**config.mk**
```make
export PLATFORM = sky130hd
export DESIGN_NAME = dot_vec_loader
export DESIGN_NICKNAME = d
export VERILOG_FILES = /design/src/rtl/dot_vec_loader.sv
export SDC_FILE = /design/constraint.sdc
export NUM_CORES = 1
export LEC_CHECK = 0
export CAP_MARGIN = 25
export CORE_MARGIN = 3
export CORE_UTILIZATION = 58
export CTS_BUF_LIST = sky130_fd_sc_hd__clkbuf_2 sky130_fd_sc_hd__clkbuf_4 sky130_fd_sc_hd__clkbuf_8
export DETAILED_ROUTE_END_ITERATION = 10
export PLACE_DENSITY_LB_ADDON = 0.25
export SLEW_MARGIN = 20
export SYNTH_ARGS = -nofsm -noshare
export SYNTH_HDL_FRONTEND = slang
export SYNTH_SLANG_ARGS = --single-unit
```
**constraint.sdc**
```tcl
create_clock -name i_clk -period 2.35 [get_ports i_clk]
set_input_delay 0.3525 -clock i_clk [delete_from_list [all_inputs] [get_ports i_clk]]
set_output_delay 0.3525 -clock i_clk [all_outputs]
set_load 0.01 [all_outputs]
```
**src/rtl/dot_vec_loader.sv**
```systemverilog
// dot_vec_loader: gathers a stream of signed element pairs into k-wide A/B
// vectors for the dot-product unit. Two banks are used so that one bank can
// fill while the other is presented to the consumer and held until accepted.
module dot_vec_loader #(
  parameter int bit_width = 8,
  parameter int k         = 32,
  parameter int cnt_width = $clog2(k)
) (
  input  logic                               i_clk,
  input  logic                               i_rst_n,
  input  logic                               i_clear,
  input  logic                               i_valid,
  output logic                               o_ready,
  input  logic signed [bit_width-1:0]        i_elem_a,
  input  logic signed [bit_width-1:0]        i_elem_b,
  output logic        [k-1:0][bit_width-1:0] o_vec_a,
  output logic        [k-1:0][bit_width-1:0] o_vec_b,
  output logic                               o_valid,
  input  logic                               i_ready,
  output logic        [cnt_width-1:0]        o_fill
);

  localparam logic [cnt_width-1:0] last_idx = cnt_width'(k - 1);

  // bank[n][i] holds element i of the vector stored in bank n
  logic [1:0][k-1:0][bit_width-1:0] bank_a;
  logic [1:0][k-1:0][bit_width-1:0] bank_b;
  logic [1:0]                       full;
  logic                             wr_ptr;
  logic                             rd_ptr;
  logic [cnt_width-1:0]             idx;

  logic accept;
  logic handshake;
  logic complete;

  // Outputs depend only on registered state, so o_ready never waits on
  // i_ready combinationally; a full pair of banks stalls until the drain lands.
  assign o_ready   = ~full[wr_ptr];
  assign o_valid   = full[rd_ptr];
  assign o_vec_a   = bank_a[rd_ptr];
  assign o_vec_b   = bank_b[rd_ptr];
  assign o_fill    = idx;

  // i_clear wins over acceptance; the drain side is unaffected by it
  assign accept    = i_valid & o_ready & ~i_clear;
  assign handshake = o_valid & i_ready;
  assign complete  = accept && (idx == last_idx);

  // Control: fill index, bank pointers and per-bank full flags. A fill
  // completion and a drain can coincide; they always target different banks
  // because accepting needs an empty bank and draining needs a full one.
  always_ff @(posedge i_clk or negedge i_rst_n) begin
    if (!i_rst_n) begin
      full   <= '0;
      wr_ptr <= 1'b0;
      rd_ptr <= 1'b0;
      idx    <= '0;
    end else begin
      if (i_clear) begin
        idx <= '0;
      end else if (accept) begin
        idx <= complete ? '0 : idx + 1'b1;
      end
      if (complete) begin
        full[wr_ptr] <= 1'b1;
        wr_ptr       <= ~wr_ptr;
      end
      if (handshake) begin
        full[rd_ptr] <= 1'b0;
        rd_ptr       <= ~rd_ptr;
      end
    end
  end

  // Storage: accepted elements are written unmodified into the filling bank;
  // reset clears everything so no stale operands are ever presented.
  always_ff @(posedge i_clk or negedge i_rst_n) begin
    if (!i_rst_n) begin
      bank_a <= '0;
      bank_b <= '0;
    end else if (accept) begin
      bank_a[wr_ptr][idx] <= i_elem_a;
      bank_b[wr_ptr][idx] <= i_elem_b;
    end
  end

endmodule

```
; Yosys cells after proc, flatten, opt, wreduce, memory -nomap -nowiden
; Cells that the tools add are included.
[op_classes]
eq_ne = 1
reduce_logical = 5
n_mux = 23
bitwise = 10
n_addsub = 1
n_lt_le_gt_ge = 6
[ops]
columns = cell, count
row1 = $mux W256, 5
row2 = $bwmux W512, 2
row3 = $demux W256 S1, 1
row4 = $demux W8 S5, 1
row5 = $mux W5, 3
row6 = $mux W8, 1
row7 = $lt A5 B6 Y1 const B, 1
row8 = $mux W1, 6
row9 = $add A5 B1 Y5 const B, 1
row10 = $eq A5 B5 Y1 const B, 1
row11 = $ge A5 B1 Y1 const B, 1
row12 = $logic_and A1 B1 Y1, 4
row13 = $lt A1 B2 Y1 const B, 2
row14 = $mux W2, 2
row15 = $not A1 Y1, 4
row16 = $and A1 B1 Y1, 3
row17 = $and A2 B2 Y2, 1
row18 = $demux W1 S1, 2
row19 = $ge A1 B1 Y1 const B, 2
row20 = $not A2 Y2, 1
row21 = $or A2 B2 Y2, 1
row22 = $reduce_bool A2 Y1, 1
[totals]
word_cells = 178
inputBits = 21
reg_bits = 1033
out_inout_bits = 519

; Longest topological paths before layout
[logic_depth]
ltp_word = 9
ltp_mapped = 8
mapped_depth_nobuf = 6

; Least setup slack after synthesis
; Ideal clock, no wire load.
[synth_path]
path_kind = reg2reg
start = register idx[0] (netlist: o_fill[0])
end = register bank_a[176] in the netlist's numbering
t_arrival_ns = 2.014
setup_time_ns = 0.125
t_required_ns = 2.225
path_stages_with_launch = 9
period_less_slack_ns = 2.138
slack_ns = 0.212
n_path_buf = 3
path_cell_list = dfrtp_1 > inv_1 > ha_1 > nand3b_1 > buf_4 > buf_4 > nor3_4 > buf_4 > mux2_2
[synth_between]
elab_chain_len = 7
[synth_rtl]
columns = element, line
row1 = start: declaration, 31  ; logic [cnt_width-1:0] idx;
row2 = start signal: assignment, 63  ; idx <= complete ? '0 : idx + 1'b1;
row3 = $lt A5 B6 Y1 (not written as such) or $ge A5 B1 Y1 (tied branches), 83  ; bank_a[wr_ptr][idx] <= i_elem_a;
row4 = $logic_and A1 B1 Y1 (not written as such), 83
row5 = $mux W8 (not written as such), 83
row6 = $demux W8 S5 *, 83
row7 = $mux W256 (not written as such) *, 83
row8 = $demux W256 S1 *, 83
row9 = $bwmux W512 *, 83
row10 = end signal: indexed assignment, 83
row11 = end: declaration, 26  ; logic [1:0][k-1:0][bit_width-1:0] bank_a;
; Every way passes the cells marked *; elsewhere a longest branch is shown, timed or not.
; A chain may end at the register's enable or synchronous reset.

==> metrics <==
Worst R2R Start=o_fill[0]; Final nets=roughly 3.7k; largest net degree at the start of global routing=85; Initial Util=approximately three fifths; Final min period=approximately 2.8 ns; Final WS setup=-0.489 ns; Worst-path clk slew=around 0.07 ns; CP max FO=15; DP HPWL=roughly 79000 µm; Mapped Cells=2949; filler instances=around 4.7k; Worst Reg2Reg Path Length in Cells=6; RSZ-0062 raised after global routing=true; area delta synth->final=26.8%; io pins=540; post-synth top area cell=dfrtp_1; LEAKAGE=between 0.03 and 0.04 µW; Detailed Route WL=about 130000 µm; max cap viols=0; Clock Skew=0.0427 ns; DRC=0; startpoint type of the worst setup path=flip-flop; final hold vios=0; GRT Residual Overflow=0; Max clock buf depth=3; most common cell after layout, fill and taps aside=mux2_2; synthesized area per cell=15.6 µm²; most frequent cells in the layout=mux2_2, dfrtp_1, clkbuf_8; Max VDD drop=0.000447 V; Worst Hold Class=in2async; Distinct cells, synth=37; Num CTS Buffers=about 170; synth top area cells=dfrtp_1, mux2_2, nor3_4; Final Max Slew Viols=0; Die H=about 290 µm; # H-tree levels=4; Sum Neg Setup Slack=-184.84 ns; failing checks=setup timing; area of the core=~0.078 mm²; Rel. slew slack=approximately a third; RR Endpoint=o_fill[3]; clk sinks=between 1k and 1.5k; setup violators final=517; Arr. time, crit path=approximately 2.5 ns; via/cell ratio=5.87; f_max=352 MHz; row cnt=~100; Tightest Pin Transition=~1 ns; Power Density=around 650 mW/mm²; clock root buffer=clkbuf_8; warnings from Yosys=0; period utilization=121%; Cell Area, Synth=0.0460 mm²; RD Place Congestion=a little over 0.8; mean routed wirelength per cell=around 27 µm; Syn Nets=around 3k; Worst setup EP type=primary output; vias in the first global route=just over 30k; #FFs+latches synth=1033; I/O Buffers=539; status=finished, violations left; Final Util=74.8%; kind of critical path=reg2out; via count=around 28k; Power Total=approximately 38000 µW; Antenna Nets Post-Route=0; hold_ws=between 0.15 and 0.2 ns; Initial DRC Count=approximately 1.6k; initial antenna violation count=3; Yosys top cell area share=between 50% and 60%; die width=approximately 290 µm; die area=about 0.083 mm²; Total GRT Usage=between 30% and 40%; register area share after synthesis=between 50% and 60%; layout cells sized above 1=between 60% and 70%; CP required=~2.0 ns; clock latency at the later pin of the worst-skew pair=~0.81 ns; clock tree from TritonCTS=built; Setup Slack @ Placement=-0.0340 ns; reg2reg setup slack=0.12 ns; first-pass GRT wire length=around 190000 µm; First-pass DRT Iterations=5
==> where the power goes <==
part           internal (µW)  leakage, µW  total [µW]  switching, µW
clock                   9280      0.00193       16600           7280
sequential             18200       0.0143       18400            228
combinational           1230       0.0148        2870           1650
==> state kept, by name, summed over array words and instances (netlist names) <==
| name | flops |
|---|---|
| wr_ptr | 1 |
| o_fill | 5 |
| full | 2 |
| bank_a | 512 |
| rd_ptr | 1 |
| bank_b | 512 |
==> per-layer routing <==
layer / part of all wire [%] / vias to the layer above / GRT usage (%)
met1: 41 / 15200 / 39.7
met2: 50 / 843 / 51.6
li1: - / 12000 / -
met4: 3.7 / 0 / 11.9
met3: 5.6 / 254 / 5.76
met5: 0 / - / 0
==> metrics by stage <==
| step | cells | area [µm²] |
|---|---|---|
| floorplan | 2949 | 46000 |
| global placement | 4428 | 53900 |
| detailed placement | 4428 | 53900 |
| CTS | 4773 | 57900 |
| global route | 4812 | 58300 |
| finish | 4813 | 58300 |
==> synthesized netlist by cell type, drive strengths merged <==
master and number:
or3b 4, nand4b 1, nor4 2, nor3b 1
a22o 2, inv 5, nand2 4, and2 1
nand3 3, nand2b 3, or2 1, buf 134
a221o 1, nor3 62, clkbuf 125, a21oi 2
ha 5, or4 1, dfrtp 1033, nor2 2
mux2 1539, nand3b 8, o21ai 6, or3 1
a31oi 2, and3 1
==> worst max-delay path, cell delays in order (launching register included) <==
cell	delay (ns)
dfrtp_4	0.50
buf_12	0.17
buf_16	0.15
buf_12	0.13
buf_16	0.15
mux2_2	0.30
dlygate4sd2_1	0.29
==> kinds of logic after synthesis <==
family | count (synthesis) | synth area share [%]
mux | 1539 | 37.7
flops | 1033 | 56.2
buf+inv | 264 | 3.03
simple gates | 95 | 2.73
compound gates | 13 | 0.174
fa+ha+maj | 5 | 0.136
==> worst max-delay path by stage <==
stage / from / to / slack [ns] / depth (start not counted)
after floorplan: o_fill[0] / bank_a[176] / 0.21 / 8
after global placement: i_clear / bank_b[157] / -0.03 / 7
after detailed placement: i_clear / bank_b[414] / -0.03 / 7
after CTS: rd_ptr / o_vec_a[201] / -0.71 / 6
after global routing: rd_ptr / o_vec_b[138] / -0.58 / 7
final: rd_ptr / o_vec_a[78] / -0.49 / 6
==> layout make-up <==
cell class / instances / area (µm²) / area share [%]
sequential: 1033 / 25900 / 44.3
multi-input combinational: 1652 / 18900 / 32.4
timing repair buffer: 786 / 8630 / 14.8
clock buffer: 266 / 3300 / 5.65
tap: 1040 / 1300 / 2.23
clock inverter: 28 / 317 / 0.543
inverter: 5 / 18.8 / 0.0322
antenna: 3 / 7.51 / 0.0129
==> repair_timing <==
action	4_1_cts	5_1_grt
gates resized for setup	646	654
endpoints found under the setup margin	517	518
buffers inserted	32	25
hold buffers	3	0
gates cloned	16	18
endpoints found under the hold margin	372	0
No activity file was read; power rests on OpenSTA's default activity.
